[src/rtl/decode_stage.sv]
// decode_stage: one-entry registered instruction-decode stage.
// Holds a 16-bit instruction in an IR behind a valid/ready handshake and
// presents decoded fields combinationally from that IR. A separate registered
// path turns the one-hot nsel into a register index, flagging bad selects.
module decode_stage #(
  parameter int DW     = 16,
  parameter int NSEL_W = 3
) (
  input  logic              clk,
  input  logic              reset,
  input  logic              in_valid,
  output logic              in_ready,
  input  logic [15:0]       in_instr,
  input  logic              flush,
  output logic              out_valid,
  input  logic              out_ready,
  input  logic [NSEL_W-1:0] nsel,
  output logic [2:0]        opcode,
  output logic [1:0]        op,
  output logic [1:0]        ALUop,
  output logic [2:0]        cond,
  output logic [1:0]        shift,
  output logic [DW-1:0]     sximm5,
  output logic [DW-1:0]     sximm8,
  output logic [2:0]        readnum_a,
  output logic [2:0]        readnum_b,
  output logic [2:0]        writenum,
  output logic              wr_hint,
  output logic [2:0]        sel_num,
  output logic              sel_err
);

  logic [15:0] ir;
  logic [2:0]  rn, rd, rm;
  logic        accept;

  // Select encodings; any other pattern, including reserved upper bits, is illegal.
  localparam logic [NSEL_W-1:0] SEL_RM = NSEL_W'(3'b001);
  localparam logic [NSEL_W-1:0] SEL_RD = NSEL_W'(3'b010);
  localparam logic [NSEL_W-1:0] SEL_RN = NSEL_W'(3'b100);

  // Flush blocks acceptance so a redirect never admits the word on the bus.
  assign in_ready = (!out_valid || out_ready) && !flush;
  assign accept   = in_valid && in_ready;

  // Handshake and IR: reset beats flush, flush beats accept.
  always_ff @(posedge clk) begin
    if (reset) begin
      out_valid <= 1'b0;
      ir        <= 16'h0000;
    end else if (flush) begin
      out_valid <= 1'b0;
    end else if (accept) begin
      out_valid <= 1'b1;
      ir        <= in_instr;
    end else if (out_ready) begin
      out_valid <= 1'b0;
    end
  end

  assign rn = ir[10:8];
  assign rd = ir[7:5];
  assign rm = ir[2:0];

  assign opcode    = ir[15:13];
  assign op        = ir[12:11];
  assign ALUop     = ir[12:11];
  assign cond      = ir[10:8];
  assign shift     = ir[4:3];
  assign sximm5    = {{(DW-5){ir[4]}}, ir[4:0]};
  assign sximm8    = {{(DW-8){ir[7]}}, ir[7:0]};
  assign readnum_a = rn;
  // STR reads the store data from Rd instead of Rm.
  assign readnum_b = (opcode == 3'b100) ? rd : rm;

  // Destination index and register-file write hint by instruction class.
  always_comb begin
    writenum = rd;
    wr_hint  = 1'b0;
    case (opcode)
      3'b110: begin
        if (op == 2'b10) begin
          writenum = rn;
          wr_hint  = 1'b1;
        end else if (op == 2'b00) begin
          wr_hint  = 1'b1;
        end
      end
      3'b101:  wr_hint = (op != 2'b01);
      3'b011:  wr_hint = 1'b1;
      default: wr_hint = 1'b0;
    endcase
  end

  // Registered nsel decode from the current IR, independent of the handshake.
  always_ff @(posedge clk) begin
    if (reset) begin
      sel_num <= 3'd0;
      sel_err <= 1'b0;
    end else begin
      case (nsel)
        SEL_RM: begin sel_num <= rm;   sel_err <= 1'b0; end
        SEL_RD: begin sel_num <= rd;   sel_err <= 1'b0; end
        SEL_RN: begin sel_num <= rn;   sel_err <= 1'b0; end
        default: begin sel_num <= 3'd0; sel_err <= 1'b1; end
      endcase
    end
  end

endmodule

[config.mk]
export PLATFORM = sky130hd
export DESIGN_NAME = decode_stage
export DESIGN_NICKNAME = d
export VERILOG_FILES = /design/src/rtl/decode_stage.sv
export SDC_FILE = /design/constraint.sdc
export NUM_CORES = 1
export LEC_CHECK = 0
export BUFFER_PORTS_ARGS = -buffer_cell sky130_fd_sc_hd__buf_2
export CORE_MARGIN = 8
export CORE_UTILIZATION = 45
export DETAILED_ROUTE_END_ITERATION = 10
export GPL_TIMING_DRIVEN = 0
export PLACE_DENSITY = 0.86
export SLEW_MARGIN = 15
export SYNTH_ARGS = -nofsm -noshare
export SYNTH_HDL_FRONTEND = slang
export SYNTH_SLANG_ARGS = --single-unit
[constraint.sdc]
create_clock -name clk -period 1.82 [get_ports clk]
set_input_delay 0.182 -clock clk [delete_from_list [all_inputs] [get_ports clk]]
set_output_delay 0.182 -clock clk [all_outputs]
set_load 0.02 [all_outputs]
==> qor.log <==
[run_status] run status finished, final reports clean
[critical_path] Required @ worst endpoint 1.64 ns
[sta] Hold Fails Final Rpt 0
[critical_path] endpoint type of the worst setup path output pin
[placed_design] Detailed Place HPWL 2810 um
[critical_path] count of buffering cells on the critical path with inverters included 1
[sta] RSZ-0062 raised after global routing no
[worst_hold_path] Hold Path Sink out_valid$_SDFFE_PP0P_
[clock_tree] clock tree from TritonCTS built
[layout] post-route cell area 0.00177 mm^2
[global_routing] GR Overflow Total 0
[pwr] standby leakage power 0.000988 uW
[sta] number of pins exceeding their max-slew limit in the final report 0
[sta] FMAX 576 MHz
[floorplanning] Placeable Area 0.00273 mm^2
[layout] Synth-to-Final Area Change 38.5%
[critical_path] count of cells along the worst register-to-register path 5
[critical_path] Startpoint Class flop
[synth] synthesized netlist net count 167
[sta] count of endpoints failing setup in the final report 0
[critical_path] cells along the critical path nand2_1 > nor3_4 > mux2_2 > buf_2
[layout] Final Non-Filler Cells 261
[critical_path] CP max-delay cell sky130_fd_sc_hd__dfxtp_4
[placed_design] I/O Buffers 83
[synth] Yosys cell types 26
[floorplanning] Chip Height 69.3 um
[layout] fraction of layout instances using a drive strength above 1 60.4%
[drt] remaining antenna violation count after routing 0
[clock_tree] source-to-sink clock delay at the later pin of the worst-skew pair 0.30 ns
[run] max cap viols 0
[floorplanning] initial core utilization 46.8%
[sta] final worst-path setup slack 0.0840 ns
[layout] total number of nets in the final design 255
[clock_tree] Bufs on Longest Clock Path 2
[synth] number of instances in the synthesized netlist 143
[clock_tree] clock tree root buffer cell sky130_fd_sc_hd__clkbuf_4
[clock_tree] cts hold-fix bufs 0
[worst_hold_path] hold crit path type input port to flop
[synth] number of synthesized register bits 21
[global_routing] global-route wire length before repair 5580 um
[synth] number of synthesis warnings 0
[worst_hold_path] number of cells on the worst hold path 2
[drt] Starting DRT DRC Count 32
[placed_design] total cell area at the placement stage 0.00173 mm^2
[placed_design] routability cong. 0.816
[pwr] worst supply voltage drop on vdd 0.638 mV
[global_routing] pin count of the biggest net entering global routing 16
[layout] number of antenna repair diodes 0
[synth] post-synth design cell area 0.00128 mm^2
[drt] total vias in the final route 1,189
[synth] sequential area share after synthesis 32.9%
[layout] most frequent standard cell in the layout excluding fill and tap cells sky130_fd_sc_hd__buf_2
[floorplanning] I/O pin count 84
[global_routing] number of antenna violations at the first check in global routing 0
[placed_design] cell count after placement 257
[critical_path] dominant delay contributor by cell family on the critical path flip-flops
[critical_path] RR Endpoint ir[0]$_SDFFE_PP0P_
[layout] most used cells in the layout excluding fill and tap cells 85 x sky130_fd_sc_hd__buf_2, 33 x sky130_fd_sc_hd__nand2_1, 31 x sky130_fd_sc_hd__buf_4
[clock_tree] number of buffers inserted during clock tree synthesis 3
[clock_tree] clock transition at the registers of the reported paths 0.12 ns
[global_routing] via count of the first global-routing pass 1,121
[drt] total detailed-routing wirelength 3440 um
[worst_hold_path] Worst Hold Launch reset
[synth] Post-Syn Area per Cell 8.94 um^2
[drt] DR vias/cell 4.56
[pwr] ratio of total power to cell area 602 mW/mm^2
[floorplanning] width of the chip 69.3 um
[critical_path] largest fanout of any net on the critical path 7
[sta] Tightest Pin Transition 0.423 ns
[drt] WL/cell 13.2 um
[placed_design] Placement Setup Slack 0.339 ns
[critical_path] Setup CP Type flop to output pin
[critical_path] CP Data Arrival Time 1.55 ns
[clock_tree] total clock sinks 21
[floorplanning] number of standard-cell rows in the floorplan 19
[sta] Tmin final 1.74 ns
[floorplanning] die area 0.00480 mm^2
[clock_tree] count of H-tree levels built during CTS 1
[critical_path] flop2flop setup slack 0.62 ns
[sta] Tcrit/Tclk final 95.4%
[sta] setup_tns 0 ns
[drt] Residual DRC 0
[sta] Slew Limit Headroom 71.7%
[critical_path] Slowest Stage Delay on Critical Path 0.40 ns
[global_routing] overall routing resource usage 13.7%
[critical_path] worst reg2reg path startpoint out_valid$_SDFFE_PP0P_
[drt] drt pass-1 iters 4
[sta] worst setup skew after layout 0.00195 ns
==> where the power goes <==
part / internal [uW] / leakage [uW] / switching (uW)
sequential: 481 / 0.000174 / 31.8
combinational: 149 / 0.000797 / 176
clock: 82.1 / 0.0000177 / 145
total: 713 / 0.000988 / 353
==> per-layer routing <==
layer / share of wire, % / up-vias / GRT usage, %
li1: - / 620 / -
met1: 43 / 508 / 14.8
met2: 47 / 57 / 22.8
met3: 8.2 / 4 / 5.01
met4: 1.8 / 0 / 6.83
met5: 0 / - / 0
==> worst reg2reg max path, stage by stage (launching register included) <==
cell                      delay, ns
sky130_fd_sc_hd__dfxtp_1       0.33
sky130_fd_sc_hd__nor2b_4       0.13
sky130_fd_sc_hd__nor3b_2       0.18
sky130_fd_sc_hd__buf_6         0.17
sky130_fd_sc_hd__buf_12        0.15
sky130_fd_sc_hd__mux2i_1       0.19
==> through the flow <==
stage          power, uW  util [%]  hold WS (ns)
2_1_floorplan        737         -         0.259
3_3_place_gp         846      63.4         0.393
3_5_place_dp         852      63.4         0.391
4_1_cts             1080      64.5        0.0620
5_1_grt             1120      64.8        0.0717
6_report            1070      64.8        0.0647
==> sequential cells by signal, summed over array words and instances (netlist names) <==
name	flops
ir	16
out_valid	1
sel_err	1
sel_num	3
==> cell usage after synthesis (all sizes together) <==
cell type | number | area, um^2
mux2 | 6 | 67.6
a21oi | 4 | 20.0
nor3 | 3 | 26.3
buf | 35 | 274
inv | 1 | 3.75
xnor2 | 1 | 8.76
nand3b | 4 | 30.0
a32oi | 3 | 26.3
nand2b | 2 | 20.0
xor2 | 1 | 8.76
clkbuf | 1 | 3.75
nor2 | 5 | 18.8
a2bb2oi | 1 | 8.76
a31oi | 1 | 6.26
nor2b | 2 | 20.0
nor3b | 2 | 25.0
nand2 | 33 | 124
mux2i | 16 | 160
or2 | 1 | 6.26
dfxtp | 21 | 420
==> layout make-up <==
type                    instances  area (um^2)
fillers                       241          963
multi-input cells              85          579
flip-flops and latches         21          428
repair buffers                 83          415
plain buffers                  36          278
well taps                      31         38.8
clock buffers                   3         22.5
clock inverters                 1         5.00
inverters                       1         3.75
==> worst max-delay path by stage <==
stage                        start            to  cells after the start
2_1_floorplan  ir[14]$_SDFFE_PP0P_   writenum[0]                      3
3_3_place_gp   ir[15]$_SDFFE_PP0P_  readnum_b[0]                      4
3_5_place_dp   ir[13]$_SDFFE_PP0P_  readnum_b[0]                      4
4_1_cts        ir[13]$_SDFFE_PP0P_   writenum[1]                      4
5_1_grt        ir[14]$_SDFFE_PP0P_   writenum[1]                      4
6_report       ir[14]$_SDFFE_PP0P_   writenum[1]                      4
==> cell families (layout without fill, tap and decap cells) <==
family | after synthesis | in the layout | share of synthesized area [%]
XOR/XNOR | 2 | 2 | 1.37
AO/OA/AOI/OAI | 9 | 9 | 4.80
AND/OR/NAND/NOR | 52 | 52 | 21.1
flip-flops | 21 | 21 | 32.9
multiplexers | 22 | 22 | 17.8
buffers and inverters | 37 | 124 | 22.0
==> what timing repair did <==
| action | 4_1_cts | 5_1_grt |
|---|---|---|
| setup endpoints to repair | 3 | 3 |
| buffers inserted | 0 | 0 |
| pin swaps | 0 | 1 |
| resized for setup | 2 | 4 |
Power figures use the tool's default switching activity.
